[config.mk]
export PLATFORM = sky130hd
export DESIGN_NAME = maquina_param
export DESIGN_NICKNAME = d
export VERILOG_FILES = /design/src/rtl/maquina_pkg.sv /design/src/rtl/umbral_regs.sv /design/src/rtl/maquina_param.sv
export SDC_FILE = /design/constraint.sdc
export NUM_CORES = 1
export LEC_CHECK = 0
export ABC_AREA = 1
export CAP_MARGIN = 40
export CELL_PAD_IN_SITES_DETAIL_PLACEMENT = 1
export CELL_PAD_IN_SITES_GLOBAL_PLACEMENT = 1
export CORE_MARGIN = 5
export CORE_UTILIZATION = 35
export CTS_CLUSTER_SIZE = 28
export DETAILED_ROUTE_END_ITERATION = 10
export DONT_BUFFER_PORTS = 1
export GPL_ROUTABILITY_DRIVEN = 0
export HOLD_SLACK_MARGIN = 0.08
export PLACE_DENSITY_LB_ADDON = 0.1
export SLEW_MARGIN = 20
export SYNTH_ARGS = -nofsm -noshare
export SYNTH_HDL_FRONTEND = slang
export SYNTH_SLANG_ARGS = --single-unit
[constraint.sdc]
create_clock -name clk -period 1.4 [get_ports clk]
set_clock_uncertainty 0.1 [all_clocks]
set_input_delay 0.28 -clock clk [delete_from_list [all_inputs] [get_ports clk]]
set_output_delay 0.28 -clock clk [all_outputs]
set_load 0.02 [all_outputs]
[src/rtl/maquina_pkg.sv]
// rtl/maquina_pkg.sv - shared state encoding, default sizes and pair indices for maquina_param
package maquina_pkg;

    localparam int STATE_W = 3;

    typedef enum logic [STATE_W-1:0] {
        ST_RESET  = 3'd0,
        ST_INIT   = 3'd1,
        ST_IDLE   = 3'd2,
        ST_ACTIVE = 3'd3,
        ST_ERROR  = 3'd4
    } state_e;

    localparam int DEF_NUM_FIFOS     = 5;
    localparam int DEF_UMB_W         = 5;
    localparam int DEF_NUM_UMB_PAIRS = 3;

    localparam int PAIR_MF = 0;
    localparam int PAIR_VC = 1;
    localparam int PAIR_D  = 2;

endpackage

[src/rtl/umbral_regs.sv]
// rtl/umbral_regs.sv - per-pair threshold capture registers and bajo<=alto consistency check
module umbral_regs
    import maquina_pkg::*;
#(
    parameter int UMB_W         = DEF_UMB_W,
    parameter int NUM_UMB_PAIRS = DEF_NUM_UMB_PAIRS
) (
    input  logic                           clk,
    input  logic                           reset,
    input  logic                           load,
    input  logic [NUM_UMB_PAIRS*UMB_W-1:0] alto_in,
    input  logic [NUM_UMB_PAIRS*UMB_W-1:0] bajo_in,
    output logic [NUM_UMB_PAIRS*UMB_W-1:0] alto_q,
    output logic [NUM_UMB_PAIRS*UMB_W-1:0] bajo_q,
    output logic                           cfg_valid
);

    logic [NUM_UMB_PAIRS-1:0] pair_ok;

    genvar k;
    generate
        for (k = 0; k < NUM_UMB_PAIRS; k++) begin : g_pair
            logic [UMB_W-1:0] alto_r;
            logic [UMB_W-1:0] bajo_r;

            always_ff @(posedge clk) begin
                if (reset) begin
                    alto_r <= '0;
                    bajo_r <= '0;
                end else if (load) begin
                    alto_r <= alto_in[k*UMB_W +: UMB_W];
                    bajo_r <= bajo_in[k*UMB_W +: UMB_W];
                end
            end

            assign alto_q[k*UMB_W +: UMB_W] = alto_r;
            assign bajo_q[k*UMB_W +: UMB_W] = bajo_r;
            // Checked on the incoming values: the INIT exit decision uses what is captured on that same edge.
            assign pair_ok[k] = (bajo_in[k*UMB_W +: UMB_W] <= alto_in[k*UMB_W +: UMB_W]);
        end
    endgenerate

    assign cfg_valid = &pair_ok;

endmodule

[src/rtl/maquina_param.sv]
// rtl/maquina_param.sv - FIFO supervisor FSM; optional error counter under MAQUINA_ERR_COUNT_EN
module maquina_param
    import maquina_pkg::*;
#(
    parameter int NUM_FIFOS     = DEF_NUM_FIFOS,
    parameter int UMB_W         = DEF_UMB_W,
    parameter int NUM_UMB_PAIRS = DEF_NUM_UMB_PAIRS
) (
    input  logic                           clk,
    input  logic                           reset,
    input  logic                           init,
    input  logic [NUM_UMB_PAIRS*UMB_W-1:0] umbral_alto,
    input  logic [NUM_UMB_PAIRS*UMB_W-1:0] umbral_bajo,
    input  logic [NUM_FIFOS-1:0]           fifo_empties,
    input  logic [NUM_FIFOS-1:0]           fifo_errors,
    output logic [NUM_UMB_PAIRS*UMB_W-1:0] umbral_alto_interno,
    output logic [NUM_UMB_PAIRS*UMB_W-1:0] umbral_bajo_interno,
    output logic                           error_out,
    output logic [NUM_FIFOS-1:0]           errors_out,
    output logic                           cfg_error_out,
    output logic                           active_out,
    output logic                           idle_out,
    output logic [STATE_W-1:0]             state_out
`ifdef MAQUINA_ERR_COUNT_EN
    ,
    output logic [7:0]                     err_count_out
`endif
);

    state_e               state;
    state_e               state_nxt;
    logic                 load;
    logic                 latch_en;
    logic                 cfg_set;
    logic                 cfg_valid;
    logic [NUM_FIFOS-1:0] errors_r;
    logic                 cfg_err_r;

    umbral_regs #(
        .UMB_W         (UMB_W),
        .NUM_UMB_PAIRS (NUM_UMB_PAIRS)
    ) u_umbral_regs (
        .clk       (clk),
        .reset     (reset),
        .load      (load),
        .alto_in   (umbral_alto),
        .bajo_in   (umbral_bajo),
        .alto_q    (umbral_alto_interno),
        .bajo_q    (umbral_bajo_interno),
        .cfg_valid (cfg_valid)
    );

    always_ff @(posedge clk) begin
        if (reset) begin
            state <= ST_RESET;
        end else begin
            state <= state_nxt;
        end
    end

    always_comb begin
        state_nxt = ST_RESET;
        load      = 1'b0;
        latch_en  = 1'b0;
        cfg_set   = 1'b0;
        case (state)
            ST_RESET: state_nxt = ST_INIT;
            ST_INIT: begin
                load = 1'b1;
                if (init) begin
                    state_nxt = ST_INIT;
                end else if (!cfg_valid) begin
                    state_nxt = ST_ERROR;
                    cfg_set   = 1'b1;
                end else begin
                    state_nxt = ST_IDLE;
                end
            end
            ST_IDLE, ST_ACTIVE: begin
                latch_en = 1'b1;
                // A FIFO error outranks a re-init request arriving on the same edge.
                if (|fifo_errors) begin
                    state_nxt = ST_ERROR;
                end else if (init) begin
                    state_nxt = ST_INIT;
                end else if (&fifo_empties) begin
                    state_nxt = ST_IDLE;
                end else begin
                    state_nxt = ST_ACTIVE;
                end
            end
            ST_ERROR: begin
                latch_en  = 1'b1;
                state_nxt = ST_ERROR;
            end
            default: state_nxt = ST_RESET;
        endcase
    end

    always_ff @(posedge clk) begin
        if (reset) begin
            errors_r  <= '0;
            cfg_err_r <= 1'b0;
        end else begin
            if (latch_en) begin
                errors_r <= errors_r | fifo_errors;
            end
            if (cfg_set) begin
                cfg_err_r <= 1'b1;
            end
        end
    end

`ifdef MAQUINA_ERR_COUNT_EN
    logic [7:0]           err_count;
    logic [NUM_FIFOS-1:0] new_bits;
    logic [8:0]           err_sum;

    assign new_bits = fifo_errors & ~errors_r;
    assign err_sum  = {1'b0, err_count} + 9'($countones(new_bits));

    always_ff @(posedge clk) begin
        if (reset) begin
            err_count <= '0;
        end else if (latch_en) begin
            err_count <= err_sum[8] ? 8'hFF : err_sum[7:0];
        end
    end

    assign err_count_out = err_count;
`endif

    assign errors_out    = errors_r;
    assign cfg_error_out = cfg_err_r;
    assign error_out     = (state == ST_ERROR);
    assign active_out    = (state == ST_ACTIVE);
    assign idle_out      = (state == ST_IDLE);
    assign state_out     = state;

endmodule

==> results.cfg <==
[run_status]
status = finished with violations
violations = hold timing, setup timing

[routing]
drt-initial-drc-count = 21
wirelength_mm = 4.887
antenna_left = 0
wl_per_cell_um = 14.46
wl_met3_um = 430
routed-via-count = 1622
first_pass_iters = 2
top_layer = met4
wirelength_met1_mm = 2.085
wl_met2_mm = 2.310
drc = 0
vias_per_cell = 4.799

[sta]
rsz0062_at_grt = true
fmax_mhz = 713.8
worst_slack_ns = -0.0009683
report.final.setup_viol = 1
fin_tns_setup_ns = -0.0009683
finalHoldViolCount = 38
tightest_slew_ns = 0.2659
slew_headroom_pct = 82.25
min_period_ns = 1.401
slew_viol_final = 0
hold_slack_ns = -0.04645
fin_crit_sh_pct = 100.1

[worst_hold_path]
min_path_type = input port to register

[clocking]
clk_pin_slew_ns = 0.08
tritoncts = yes
root_buffer = clkbuf_8
cts_buffer_depth = 2
cts_buffers = 5
clkLatencyLatePin_ns = 0.29
clock_sinks = 39
htree_num_levels = 2

[synthesis]
synthCells = 242
yosysWarnings = 0
seq_area_frac_synth_pct = 41.49
syn-cell-area_um2 = 1882
ys_types = 22
syn_area_per_cell_um2 = 7.776
syn-num-nets = 300
synth_seq_cells = 39

[finish]
seq_area_um2 = 792.0
num_antenna_cells = 0
layout_common_cells = nand2_1 (58), dfxtp_1 (36), inv_1 (29)
fill_cells = 624
drive_above_1_share_pct = 22.01
multi_input_area_um2 = 948.4
layout.nets = 325
final_common_cell = nand2_1
area_growth_syn_to_layout_pct = 23.60
stdcell_area_um2 = 2326

[power_and_ir_drop]
total_leakage_power_uw = 0.001032
vdd_drop_max_uv = 489.4
power.density_nw_per_um2 = 1254
fin_total_pwr_uw = 2917

[global_routing]
antenna_found_initial = 0
grt_max_degree = 40
gr-total-overflow = 0
grt_use_total_pct = 14.19
grt_pass1_vias = 1694
grt_pass1_wl_mm = 8.086

[setup_path]
ff2ff_setup_slack_ns = 0.08
critPathMaxFanout = 5
required_ns = 1.02
crit_path_start_kind = register
cp-end-kind = output pin
path_class = register to output pin
arrival_ns = 1.02

[placement]
io_buffers = 0
dp_hpwl_mm = 3.697
postPlaceCellArea_um2 = 2100

[floorplanning]
ios = 85
initial_core_util_pct = 36.38
core_area_um2 = 5172
die_y_um = 83.33
die_x_um = 83.33
fp-row-count = 26
die-area_um2 = 6943

[run]
maxCapViolations = 0
[critical path, stage by stage (launching register included)]
cell	delay (ns)
dfxtp_4	0.37
nor2_4	0.10
inv_2	0.05
nor2_4	0.08
buf_6	0.12
[per-stage QoR]
step / setup WS, ns / utilization [%] / cells
2_1_floorplan: 0.05382 / - / 242
3_3_place_gp: -0.06387 / 40.59 / 325
3_5_place_dp: -0.07350 / 40.59 / 325
4_1_cts: -0.03738 / 43.49 / 336
5_1_grt: -0.05151 / 44.97 / 338
6_report: -0.0009683 / 44.97 / 338
[worst paths after layout]
check / from / end / depth (start not counted)
hold / removal: reset / u_umbral_regs.g_pair[1].bajo_r[3] / 1
setup reg to reg: state_out[0] / u_umbral_regs.g_pair[1].alto_r[3] / 5
hold reg to reg: u_umbral_regs.g_pair[0].bajo_r[2] / u_umbral_regs.g_pair[0].bajo_r[2] / 2
setup / recovery: state_out[0] / error_out / 4
[layer usage]
layer / GRT usage [%] / up-vias
met3: 5.842 / 6
met4: 4.903 / 0
li1: - / 827
met1: 16.43 / 740
met2: 23.54 / 49
met5: 0 / -
[cell usage after synthesis, drive strengths merged]
cell | instances | area (um^2)
a21oi | 27 | 135.1
nand3b | 1 | 7.510
dfxtp | 39 | 780.8
nand4 | 2 | 12.51
a211oi | 15 | 162.7
nand3 | 4 | 20.02
o22ai | 1 | 6.260
clkbuf | 3 | 11.26
ha | 15 | 187.7
o21ai | 2 | 13.76
buf | 6 | 51.30
nand2 | 60 | 232.7
nor2 | 34 | 130.1
inv | 32 | 125.1
nor3 | 1 | 5.000
[report_power, final]
part / leakage [uW] / switching (uW) / total, uW / internal [uW]
Sequential: 0.000322 / 227 / 1460 / 1230
Combinational: 0.000658 / 336 / 621 / 285
Clock: 0.0000515 / 390 / 840 / 450
[flip-flops by register name, summed over array words and instances, names as in the netlist]
name and flops:
u_umbral_regs.g_pair.bajo_r 15, state_out 3, cfg_error_out 1, u_umbral_regs.g_pair.alto_r 15, errors_out 5
[logic make-up after synthesis]
group                      share of synthesized area, %
and+or+nand+nor                                   21.68
AOI/OAI and AO/OA                                 16.89
DFF                                               41.49
adders and majority gates                         9.973
buffers and inverters                             9.973
[cell type report]
type | instances | area share [%]
timing repair buffer | 27 | 11.19
inverter | 32 | 5.917
clock buffer | 8 | 4.303
tap | 70 | 3.765
multi-input combinational | 162 | 40.77
sequential | 39 | 34.05
[repair_timing]
action	in CTS	in global routing
gates resized for setup	12	13
setup buffers	3	1
setup endpoints to repair	3	11
endpoints found under the hold margin	39	39
gates cloned	0	1
pin swaps	2	2
Power figures use the tool's default switching activity.
==> RTL edit (same flow settings) <==
Build with the macro `MAQUINA_ERR_COUNT_EN` defined.
--- a/src/rtl/maquina_param.sv
+++ b/src/rtl/maquina_param.sv
@@ -1,2 +1,4 @@
 // rtl/maquina_param.sv - FIFO supervisor FSM; optional error counter under MAQUINA_ERR_COUNT_EN
+`define MAQUINA_ERR_COUNT_EN
+
 module maquina_param
Function (old outputs only; new: err_count_out): kept (Yosys induction, for registers that start in step).
==> RTL edit against the unedited design <==
The run ends with setup timing left; die area rose by 21%; via count rose by 45%; critical path depth rose by 7; global-route usage rose by 2.5 points; routed wire length rose by 58%; design area rose by 51%; first-iteration DRC count rose by 130%; utilization rose by 9.6 points; fmax fell by 47%; worst hold slack improved by 0.15 ns; setup slack got worse by 1.2 ns; sequential cell count rose by 8; power rose by 36%; area after synthesis rose by 24%.
==> RTL edit: results (changes against the unedited design) <==
First-pass GRT wire length -> 11500 µm (+42%)
Post-DP HPWL -> 5000 µm (+35%)
Vias in the first global route -> 2386 (+41%)
FILL cells -> 757 (+21%)
Post-synthesis compound-gate area fraction -> 16.1% (-0.80 points)
Critical path's slowest cell -> fa_1
Post-synthesis sequential area ratio -> 40.3% (-1.2 points)
Largest net degree at the start of global routing -> 25 (-38%)
Leak -> 1.59 nW (+54%)
Smallest setup slack after layout -> -1.25 ns (-1.25 ns)
Syn_nets -> 370 (+23%)
# nets final -> 450 (+38%)
CP max FO -> 4 (-1)
Clock Pin Slew Worst Setup and Hold Paths -> 0.10 ns (+0.02 ns)
Netlist cell types -> 29 (+32%)
Critical Path AT -> 2.75 ns (+1.73 ns)
GRT Util Overall -> 16.7% (+2.5 points)
Least-Margin Pin Slew -> 0.589 ns (+0.323 ns)
Hold Startpoint -> init
Run status -> complete, but fails checks
Vias -> 2360 (+45%)
Post-synth top cells -> nor2_1, dfxtp_1, inv_1, nand2_1, a21oi_1
Top post-synthesis cells by area -> dfxtp_1, ha_1, nor2_1
Synth Area in Adders -> 12.8% (+2.8 points)
CP Class -> reg -> reg
Hold slack -> 0.102 ns (+0.148 ns)
# setup viols final -> 10 (+9)
CP peak stage delay -> 0.50 ns (+0.13 ns)
Hold-critical path depth -> 3 (+2)
Hold Path Sink -> state_out[1]$_SDFF_PP0_
Failing checks -> setup timing
Reg2reg end -> err_count_out[6]$_SDFFE_PP0P_
Peak supply drop -> 0.000439 V (-10%)
## RTL edit: routing by layer
metal	wire (µm)	vias up	global-route usage [%]
met1	3260	1121	19.6
met2	3710	75	29.1
li1	-	1156	-
met5	0	-	0
met3	634	8	6.06
met4	97	0	4.15
## RTL edit: stage by stage
step                power, W  setup TNS (ns)  cells  instance area, µm²
floorplan            0.00219           -8.72    305                2360
global placement     0.00240           -9.56    402                2650
detailed placement   0.00242          -10.29    402                2650
CTS                  0.00377           -9.76    451                3240
global route         0.00418          -11.02    463                3510
finish               0.00395           -9.43    463                3510
## RTL edit: timing repair
| item | in CTS | in global routing |
|---|---|---|
| gates resized for setup | 23 | 29 |
| buffers inserted | 8 | 7 |
| hold endpoints to repair | 39 | 0 |
| pin swaps | 7 | 9 |
| gates cloned | 0 | 5 |
| hold buffers | 33 | 0 |
| setup endpoints to repair | 11 | 38 |
## RTL edit: where the power goes
| part | switching (W) | internal (W) | leakage (nW) |
|---|---|---|---|
| clock network | 0.000497 | 0.000714 | 0.0687 |
| logic | 0.000506 | 0.000519 | 1.13 |
| registers | 0.000246 | 0.00147 | 0.390 |
| total | 0.00125 | 0.00270 | 1.59 |
## RTL edit: cell type report
type / count / area (µm²) / share of cell area, %
multi-input cells: 209 / 1300 / 37.1
inverters: 39 / 166 / 4.74
well taps: 77 / 96.3 / 2.75
repair buffers: 83 / 848 / 24.2
clock inverters: 3 / 66.3 / 1.89
flip-flops and latches: 47 / 961 / 27.4
clock buffers: 5 / 68.8 / 1.96
## RTL edit: critical path: cells and delay by family, from the launching register on
kind / cells / cell delay (ns)
AND/OR/NAND/NOR: 5 / 0.46
flip-flops: 1 / 0.36
AO/OA/AOI/OAI: 2 / 0.29
adder cells (fa/ha/maj): 4 / 1.34
